## src/rtl/truth_seq_pkg.sv

```systemverilog
`default_nettype none
// ============================================================================
//  Module      : truth_seq_pkg
//  Description : Shared types and sizing constants for the truth-table
//                sequencer: FSM state encoding, vector count, index width
//                and counter width (settle counter and fail counter).
//  Contents    : state_e, VEC_COUNT, IDX_W, CNT_W
//  Revision    : 1.0 - initial release
// ============================================================================
package truth_seq_pkg;

    localparam int VEC_COUNT = 8;
    localparam int IDX_W     = 3;
    localparam int CNT_W     = 4;

    // Members carry an ST_ prefix so they cannot collide with the SETTLE
    // parameter of the sequencer, which would otherwise shadow them.
    typedef enum logic [2:0] {
        ST_IDLE   = 3'd0,
        ST_APPLY  = 3'd1,
        ST_SETTLE = 3'd2,
        ST_SAMPLE = 3'd3,
        ST_DONE   = 3'd4
    } state_e;

endpackage : truth_seq_pkg
`default_nettype wire

```

## src/rtl/truth_table_sequencer_settle_timer.sv

```systemverilog
`default_nettype none
// ============================================================================
//  Module      : settle_timer
//  Description : Loadable down-counter. Load takes priority; otherwise the
//                count decrements while enabled and stops at zero.
//  Ports       : clk, rst        - clock, synchronous active-high reset
//                load_i, value_i - load request and load value
//                en_i            - decrement enable
//                zero_o          - count is zero
//  Revision    : 1.0 - initial release
// ============================================================================
module settle_timer
    import truth_seq_pkg::*;
(
    input  logic             clk,
    input  logic             rst,
    input  logic             load_i,
    input  logic [CNT_W-1:0] value_i,
    input  logic             en_i,
    output logic             zero_o
);

    logic [CNT_W-1:0] count_q;

    always_ff @(posedge clk) begin
        if (rst) begin
            count_q <= '0;
        end else if (load_i) begin
            count_q <= value_i;
        end else if (en_i && (count_q != '0)) begin
            count_q <= count_q - CNT_W'(1);
        end
    end

    assign zero_o = (count_q == '0);

endmodule : settle_timer
`default_nettype wire

```

## src/rtl/truth_table_sequencer.sv

```systemverilog
`default_nettype none
// ============================================================================
//  Module      : truth_table_sequencer
//  Description : Drives {A,B,C} through indices 0..7, waits SETTLE cycles,
//                samples F and compares it to EXPECTED[idx]. Reports the
//                mismatch count, the first failing index and overall pass.
//  Ports       : clk, rst           - clock, synchronous active-high reset
//                start              - begin a sweep (IDLE or DONE only)
//                A, B, C            - stimulus, A is the index MSB
//                F                  - response from the unit under test
//                busy, done, pass   - sweep status
//                fail_count         - mismatches this sweep (0..8)
//                first_fail_valid/_idx - first mismatch diagnostics
//                sample_valid/_idx  - one-cycle compare strobe and index
//  Revision    : 1.0 - initial release
// ============================================================================
module truth_table_sequencer
    import truth_seq_pkg::*;
#(
    parameter logic [7:0]  EXPECTED = 8'b1110_1000,
    parameter int unsigned SETTLE   = 2
) (
    input  logic             clk,
    input  logic             rst,
    input  logic             start,
    output logic             A,
    output logic             B,
    output logic             C,
    input  logic             F,
    output logic             busy,
    output logic             done,
    output logic             pass,
    output logic [CNT_W-1:0] fail_count,
    output logic             first_fail_valid,
    output logic [IDX_W-1:0] first_fail_idx,
    output logic             sample_valid,
    output logic [IDX_W-1:0] sample_idx
);

    localparam bit               c_HAS_SETTLE  = (SETTLE != 0);
    // Guarded so SETTLE=0 does not produce an underflowed load value.
    localparam logic [CNT_W-1:0] c_SETTLE_LOAD = c_HAS_SETTLE ? CNT_W'(SETTLE - 1) : '0;
    localparam logic [IDX_W-1:0] c_LAST_IDX    = IDX_W'(VEC_COUNT - 1);

    state_e           state_q, state_d;
    logic [IDX_W-1:0] idx_q, idx_d;
    logic [CNT_W-1:0] fail_q, fail_d;
    logic             ffv_q, ffv_d;
    logic [IDX_W-1:0] ffi_q, ffi_d;
    logic             busy_q, done_q, pass_q, sv_q;
    logic [IDX_W-1:0] sidx_q;

    logic             tmr_load, tmr_en, tmr_zero;

    settle_timer u_settle_timer (
        .clk     (clk),
        .rst     (rst),
        .load_i  (tmr_load),
        .value_i (c_SETTLE_LOAD),
        .en_i    (tmr_en),
        .zero_o  (tmr_zero)
    );

    // ------------------------------------------------------------------
    // Next-state and result-update logic
    // ------------------------------------------------------------------
    always_comb begin
        state_d  = state_q;
        idx_d    = idx_q;
        fail_d   = fail_q;
        ffv_d    = ffv_q;
        ffi_d    = ffi_q;
        tmr_load = 1'b0;
        tmr_en   = 1'b0;

        unique case (state_q)
            ST_IDLE, ST_DONE: begin
                if (start) begin
                    state_d = ST_APPLY;
                    idx_d   = '0;
                    fail_d  = '0;
                    ffv_d   = 1'b0;
                    ffi_d   = '0;
                end
            end
            ST_APPLY: begin
                // Loading on the APPLY->SETTLE edge makes the counter hit
                // zero in the SETTLE-th cycle of the SETTLE state.
                tmr_load = 1'b1;
                state_d  = c_HAS_SETTLE ? ST_SETTLE : ST_SAMPLE;
            end
            ST_SETTLE: begin
                tmr_en = 1'b1;
                if (tmr_zero) begin
                    state_d = ST_SAMPLE;
                end
            end
            ST_SAMPLE: begin
                if (F != EXPECTED[idx_q]) begin
                    fail_d = fail_q + CNT_W'(1);
                    if (!ffv_q) begin
                        ffv_d = 1'b1;
                        ffi_d = idx_q;
                    end
                end
                if (idx_q == c_LAST_IDX) begin
                    state_d = ST_DONE;
                end else begin
                    idx_d   = idx_q + IDX_W'(1);
                    state_d = ST_APPLY;
                end
            end
            default: state_d = ST_IDLE;
        endcase
    end

    // ------------------------------------------------------------------
    // State and registered outputs; status flags are derived from the
    // next state so they line up with the state they describe.
    // ------------------------------------------------------------------
    always_ff @(posedge clk) begin
        if (rst) begin
            state_q <= ST_IDLE;
            idx_q   <= '0;
            fail_q  <= '0;
            ffv_q   <= 1'b0;
            ffi_q   <= '0;
            busy_q  <= 1'b0;
            done_q  <= 1'b0;
            pass_q  <= 1'b0;
            sv_q    <= 1'b0;
            sidx_q  <= '0;
        end else begin
            state_q <= state_d;
            idx_q   <= idx_d;
            fail_q  <= fail_d;
            ffv_q   <= ffv_d;
            ffi_q   <= ffi_d;
            busy_q  <= (state_d == ST_APPLY) || (state_d == ST_SETTLE) || (state_d == ST_SAMPLE);
            done_q  <= (state_d == ST_DONE);
            pass_q  <= (state_d == ST_DONE) && (fail_d == '0);
            sv_q    <= (state_d == ST_SAMPLE);
            if (state_d == ST_SAMPLE) begin
                sidx_q <= idx_d;
            end
        end
    end

    // idx only changes on edges entering APPLY, so the stimulus does too.
    assign A                = idx_q[2];
    assign B                = idx_q[1];
    assign C                = idx_q[0];
    assign busy             = busy_q;
    assign done             = done_q;
    assign pass             = pass_q;
    assign fail_count       = fail_q;
    assign first_fail_valid = ffv_q;
    assign first_fail_idx   = ffi_q;
    assign sample_valid     = sv_q;
    assign sample_idx       = sidx_q;

endmodule : truth_table_sequencer
`default_nettype wire

```

## config.mk

```make
export PLATFORM = sky130hd
export DESIGN_NAME = truth_table_sequencer
export DESIGN_NICKNAME = d
export VERILOG_FILES = /design/src/rtl/truth_seq_pkg.sv /design/src/rtl/truth_table_sequencer_settle_timer.sv /design/src/rtl/truth_table_sequencer.sv
export SDC_FILE = /design/constraint.sdc
export NUM_CORES = 1
export LEC_CHECK = 0
export BUFFER_PORTS_ARGS = -buffer_cell sky130_fd_sc_hd__clkbuf_2
export CAP_MARGIN = 20
export CORE_ASPECT_RATIO = 2
export CORE_MARGIN = 2
export CORE_UTILIZATION = 50
export DETAILED_ROUTE_END_ITERATION = 7
export PLACE_DENSITY = 0.72
export SETUP_SLACK_MARGIN = 0.1
export SLEW_MARGIN = 25
export SYNTH_ARGS = -nofsm -noshare
export SYNTH_HDL_FRONTEND = slang
export SYNTH_HIERARCHICAL = 1
export SYNTH_SLANG_ARGS = --single-unit
```

## constraint.sdc

```tcl
create_clock -name clk -period 2.2 [get_ports clk]
set_input_delay 0.11 -clock clk [delete_from_list [all_inputs] [get_ports clk]]
set_output_delay 0.11 -clock clk [all_outputs]
set_load 0.03 [all_outputs]
```

Word-level counts from Yosys, hierarchy flattened
Memory sizes are Yosys's and may differ from the RTL's. A register that Yosys moved wholly into a read port is not among the register bits.
Cells that the tools add are included.
Storage, ports and cells
  RAM bits: 0
  output and inout bits: 18
  memories: 1
  bits in latches: 0
  bits in read-only memories: 8
  bits in registers: 25
Cells by class
  div/mod/pow operators: 0
  equal/unequal tests: 13
  reduce and logical (&&, ||, !) cells: 14
  add/sub/neg operators: 3
  $lt $le $gt $ge: 1
  mux-type cells: 23
  multipliers: 0
  bitwise logic cells: 0
  shifts and indexed selects: 0
Memories
  (name not given): depth 8, bits a word 1, read ports 1, clocked after Yosys merged registers in 1, wr ports 0, RTL line truth_table_sequencer.sv:99  | if (F != EXPECTED[idx_q]) begin
Operator list (count)
  two-way mux 3 bit: 9
  == test 3 x 2 -> 1 bit, second input constant: 4
  case mux 3 bit (2 select lines): 2
  case mux 3 bit (4 select lines): 1
  == test 3 bit, second input constant: 3
  zero test 4 bit: 2
  two-way mux 4 bit: 2
  case mux 4 bit (2 select lines): 1
  two-way mux 1 bit: 7
  == test 3 x 1 -> 1 bit, second input constant: 2
  inequality test 2 bit, second input constant: 3
  adder 4 x 1 -> 4 bit, second input constant: 1
  < comparator 3 x 4 -> 1 bit, second input constant: 1
  AND reduction 4 bit: 1
  nonzero test 2 bit: 2
  nonzero test 4 bit: 1
  OR reduction 2 bit: 2
  subtractor 4 x 1 -> 4 bit, second input constant: 1
  adder 3 x 1 -> 3 bit, second input constant: 1
  zero test 3 bit: 1
  AND reduction 3 bit: 1
  logical AND 1 bit: 2
  logical OR 1 bit: 2
  case mux 1 bit (2 select lines): 1
  inequality test 1 bit: 1

Logic depth before layout (Yosys ltp)
  depth in word-level cells: 7
  mapped depth: 8
  gate-level depth less buffers: 7

Hierarchy
The synthesis kept the hierarchy.
By module, submodules not included
  truth_table_sequencer: cells each 117, instances 1, area each 1039.7 µm², sequential area each 440.4 µm²
  settle_timer: cells each 29, instances 1, area each 262.8 µm², sequential area each 80.1 µm²

Least setup slack after synthesis
Ideal clock, no wire load.
  path kind: flip-flop to flip-flop
  from: register u_settle_timer.count_q[1]
  to: register sidx_q[0] (netlist: sample_idx[0])
  slack: 0.565 ns
  stages on the path, launching flop included: 9
  clock period less this slack: 1.635 ns
  arrival time: 1.549 ns
  path buffers: 1
  cells stage by stage: dfxtp_1 inv_1 ha_1 or3b_4 inv_1 and2_0 buf_2 nor2_1 a211oi_1
On the way
  cells in the longest elaborated chain, start to end: 4
Ends and longest elaborated chain
  start: declaration: RTL line truth_table_sequencer_settle_timer.sv:23  | logic [CNT_W-1:0] count_q;
  start signal: assignment: RTL line truth_table_sequencer_settle_timer.sv:29  | count_q <= value_i;
  start signal: assignment: RTL line truth_table_sequencer_settle_timer.sv:31  | count_q <= count_q - CNT_W'(1);
  zero test 4 bit: RTL line truth_table_sequencer_settle_timer.sv:35  | assign zero_o = (count_q == '0);
  via tmr_zero: RTL line truth_table_sequencer.sv:53  | logic tmr_load, tmr_en, tmr_zero;
  two-way mux 3 bit: RTL line truth_table_sequencer.sv:94  | if (tmr_zero) begin
  case mux 3 bit (4 select lines): RTL line truth_table_sequencer.sv:76  | unique case (state_q)
  == test 3 x 2 -> 1 bit: RTL line truth_table_sequencer.sv:143  | if (state_d == ST_SAMPLE) begin
  end signal: assignment: RTL line truth_table_sequencer.sv:144  | sidx_q <= idx_d;
  end: declaration: RTL line truth_table_sequencer.sv:51  | logic [IDX_W-1:0] sidx_q;
The timed path passes the listed nets, and every way through them passes these cells.
A chain may end at the register's enable or synchronous reset.

Worst setup path after layout
  from: register state_q[1]
  to: register sidx_q[0] (netlist: sample_idx[0])
On the way
  cells in the longest elaborated chain, start to end: 4
  elaborated cells on any way between the ends: 11
  those cells by class: eq/ne: 5; mux: 4; reduce/logical: 2
Ends and longest elaborated chain
  start: declaration: RTL line truth_table_sequencer.sv:45  | state_e state_q, state_d;
  start signal: assignment: RTL line truth_table_sequencer.sv:134  | state_q <= state_d;
  == test 3 bit / zero test 3 bit (equally long branches): RTL line truth_table_sequencer.sv:76
  OR reduction 2 bit: RTL line truth_table_sequencer.sv:76
  case mux 3 bit (4 select lines): RTL line truth_table_sequencer.sv:76
  == test 3 x 2 -> 1 bit: RTL line truth_table_sequencer.sv:143
Several ways; a longest one is shown, not always the timed one.

==> summary by stage <==
Route
The number of DRC markers in iteration 0 is 33. The routed design has 2790 um of wire. Dividing the detail-routed via count by the number of cells gives 5.89. The number of design rule violations left after detail routing is 0. The post-detailed-route wirelength per cell is 14.2 um.

The first detailed-routing pass took 5 iterations. The detailed router placed 1154 vias in this run. Once detail routing completed, the nets flagged for antenna violations numbered 0.

STA
The portion of the clock cycle consumed by the worst path in the final layout is 84.4%. Setup repair after global routing left no endpoint under its margin. The total setup violations reported at the end of the flow is 0. For the final routed database, the setup TNS stands at 0 ps.

Clock skew on the completed layout was measured at 6.18 ps. The number of max-slew violations in the final report was 0. The shortest clock period the worst path allows after layout is 1860 ps. The highest achievable clock rate is 0.539 GHz. The number of hold violations in the final report came to 0. The actual slew at the worst max-slew pin is 529 ps. The final worst setup slack is 343 ps.

The worst relative slew slack is 64.5%. The worst hold slack is 144 ps.

Power
The net switching fraction of the power is 27.4%. The combinational cell fraction of total power is 17.6%. The total power is 1.12 mW. The part of the power in the clock network is 35.4%. Dividing total power by cell area gives a power density of 752 nW/um^2. The internal power of the cells totals 0.815 mW. For this design the total switching power over the nets is 0.308 mW. IR analysis of the VDD net gives a maximum drop of 0.400 mV. Sequential cells account for 46.9% of the total power.

The standby leakage power is 0.612 nW.

Die
The horizontal die dimension is 40.1 um. The floorplan die height is 76.2 um. The initial core utilization is 52.0%.

The count of pins on the block boundary is 22. Row generation in the floorplan step produced 26 rows. The die covers 3050 um^2. The total core area is 2500 um^2.

Worst setup path
STA classifies the critical path startpoint as a flip-flop. The arrival time reported for the critical path endpoint is 2050 ps. The critical path is of the reg2reg type. The required time at the endpoint of the critical path is 2390 ps. In this run the worst path has a maximum fanout of 11. The endpoint kind of the worst setup timing path is a flip-flop.

The critical path goes through nor3b_2 -> buf_4 -> and2_0 -> nor2_1 -> a211oi_1. The flop-to-flop setup slack is 340 ps. The critical path buffer and inverter count is 1.

The kind of cell with the highest combined delay along the critical path is simple AND/OR/NAND/NOR gates. The slowest cell on the critical path is sky130_fd_sc_hd__dfxtp_1. For this run, the slowest stage of the critical path takes 550 ps.

Clock network
Gates resized during post-CTS repair numbered 0. In this run the number of H-tree levels came out at 1. The TritonCTS buffer count is 3. The tree built by TritonCTS fans out to 26 sinks.

Post-CTS timing repair inserted 0 buffers for setup. The clock latency on the worst-skew pair is 270 ps. The clock-pin slew on the worst setup and hold paths is 90 ps.

The CTS tree is yes. The number of hold buffers added after CTS was 0. The root cell of the clock tree is sky130_fd_sc_hd__clkbuf_8.

The longest clock path from root to sink contains 2 buffers.

Placed design
The detailed-placement wirelength estimate is 2100 um. The congestion estimate from routability-driven global placement came to 0.726. The count of input and output buffers is 21. In this run the cell area measured after placement is 1420 um^2. The worst slack at placement is 350 ps.

Synth
Of the post-synthesis cell area, the dominant cell type holds 40.0%. Sequential cells were found to cover 40.0% of the synthesized design area. The number of different library cells in the post-synthesis netlist is 45.

sky130_fd_sc_hd__dfxtp_1 takes more of the synthesized area than any other cell. Averaged over all synthesized cells, the footprint is 8.92 um^2. The number of instances in the synthesized netlist is 146.

In the post-synthesis netlist, the biggest area contributors are sky130_fd_sc_hd__dfxtp_1, sky130_fd_sc_hd__nor2_1, sky130_fd_sc_hd__a21oi_1, sky130_fd_sc_hd__nand3_1, sky130_fd_sc_hd__nand2_1. The number of warnings printed during yosys synthesis is 6. The mapped cell area is 1300 um^2. The register bit count reported by yosys is 26.

Global routing
Entering global routing, the biggest net connects 25 pins. The via count of the first global-routing pass is 1069. The total routing usage reported by global routing is 19.7%. For this run the aggregate overflow at the end of global routing stands at 0. The wire length of the first global-routing pass is 4500 um. The initial antenna violation count is 0.

Final layout
The final antenna diode count is 0. From synthesis to final layout, the design area changed by 14.6%. After routing the design area is 1490 um^2. Fill cells in the final layout number 213. The share of layout cells above drive strength 1 is 20.2%. In the final design database the tool counted 176 nets.

Worst hold path
The min-delay analysis places its worst path in the category in2reg.

Status
The run finished with clean final reports.

Run
The max capacitance violation total is 0.
## stage by stage
step                utilization [%]  instances
finish                         59.6        196
global route                   59.6        196
CTS                            59.6        196
detailed placement             56.7        192
global placement               56.7        192
floorplan                         -        148
## final timing paths
path,startpoint,end,cells after the start
hold / removal,start,busy,3
setup / recovery,state_q[1],sample_idx[0],5
hold reg to reg,sample_idx[2],sample_idx[2],2
setup reg to reg,state_q[1],sample_idx[0],5
## Yosys cell counts (all sizes together)
cell type and n:
and3b 1, nand3b 1, xnor2 1, nor2 18, nor3 2, and3 2
or3b 2, nand4b 2, a31oi 4, nor4b 2, nor3b 3, nand3 9
nand4bb 1, inv 8, buf 4, a311o 1, nand4 1, ha 3
o31ai 2, nor4 2, dfxtp 26, o21ai 2, o31a 2, a2111oi 1
a311oi 2, or4 1, a211oi 3, o311ai 1, a21o 1, clkbuf 3
xor2 1, and2 4, conb 2, o211ai 4, nand2 11, mux2i 4
a21oi 9
## worst min-delay path, stage by stage
cell and delay (ps):
sky130_fd_sc_hd__clkbuf_2 110, sky130_fd_sc_hd__nor3_1 50, sky130_fd_sc_hd__nor2_1 100
## power by group through the flow
stage	Clock (mW)	Combinational, mW	Sequential [mW]
floorplan	0	0.157	0.537
global placement	0	0.194	0.534
detailed placement	0	0.200	0.537
CTS	0.402	0.200	0.526
global route	0.416	0.220	0.530
finish	0.398	0.198	0.527
## flip-flops by register name (all words and copies together) (netlist names), named ones only
register,cells
first_fail_idx,3
idx_q,3
fail_count,4
state_q,3
first_fail_valid,1
done,1
busy,1
sample_idx,3
u_settle_timer/count_q,4
sample_valid,1
pass,1
## cell usage in the layout (no fill, tap or decap), types with 2 or more instances in the layout
cell / synthesis / routed
sky130_fd_sc_hd__mux2i_1: 4 / 4
sky130_fd_sc_hd__a311oi_1: 2 / 2
sky130_fd_sc_hd__clkbuf_2: 1 / 21
sky130_fd_sc_hd__o31ai_1: 2 / 2
sky130_fd_sc_hd__nand3_1: 9 / 9
sky130_fd_sc_hd__a21oi_1: 9 / 9
sky130_fd_sc_hd__conb_1: 2 / 4
sky130_fd_sc_hd__and2_1: 3 / 3
sky130_fd_sc_hd__nor3_1: 2 / 2
sky130_fd_sc_hd__o211ai_1: 4 / 4
sky130_fd_sc_hd__nor4_1: 2 / 2
sky130_fd_sc_hd__a31oi_1: 4 / 4
sky130_fd_sc_hd__o31a_1: 2 / 2
sky130_fd_sc_hd__buf_4: 2 / 2
sky130_fd_sc_hd__dfxtp_1: 26 / 26
sky130_fd_sc_hd__nand4b_1: 2 / 2
sky130_fd_sc_hd__inv_1: 8 / 8
sky130_fd_sc_hd__nand2_1: 11 / 11
sky130_fd_sc_hd__nor2_1: 18 / 18
sky130_fd_sc_hd__ha_1: 3 / 3
sky130_fd_sc_hd__nor3b_1: 2 / 2
sky130_fd_sc_hd__clkbuf_8: 0 / 3
sky130_fd_sc_hd__o21ai_0: 2 / 2
sky130_fd_sc_hd__a211oi_1: 3 / 3
## metal layers
layer | vias up | GRT usage, % | share of wire [%]
met5 | - | 0 | 0
met4 | 0 | 7.24 | 1.5
met3 | 6 | 2.04 | 2.5
met2 | 21 | 35.6 | 57
met1 | 557 | 21.1 | 39
li1 | 570 | - | -
## final cells by class
cell class / instances / area, um^2 / area share (%)
timing repair buffer: 23 / 120 / 8.05
tap: 28 / 35.0 / 2.35
inverter: 8 / 30.0 / 2.01
clock inverter: 1 / 30.0 / 2.01
multi-input combinational: 107 / 716 / 47.9
clock buffer: 3 / 41.3 / 2.77
sequential: 26 / 520 / 34.9
## logic make-up (layout without fill, tap and decap cells)
logic type      Yosys count  count (layout)  synth area share (%)
xor+xnor                  2               2                  1.35
flops                    26              26                  40.0
other cells               2               4                 0.577
buf+inv                  15              35                  5.67
compound gates           32              32                  18.7
simple gates             62              62                  27.8
fa+ha+maj                 3               3                  2.88
mux                       4               4                  3.07
Note: power is estimated with default switching activity, not from simulation.
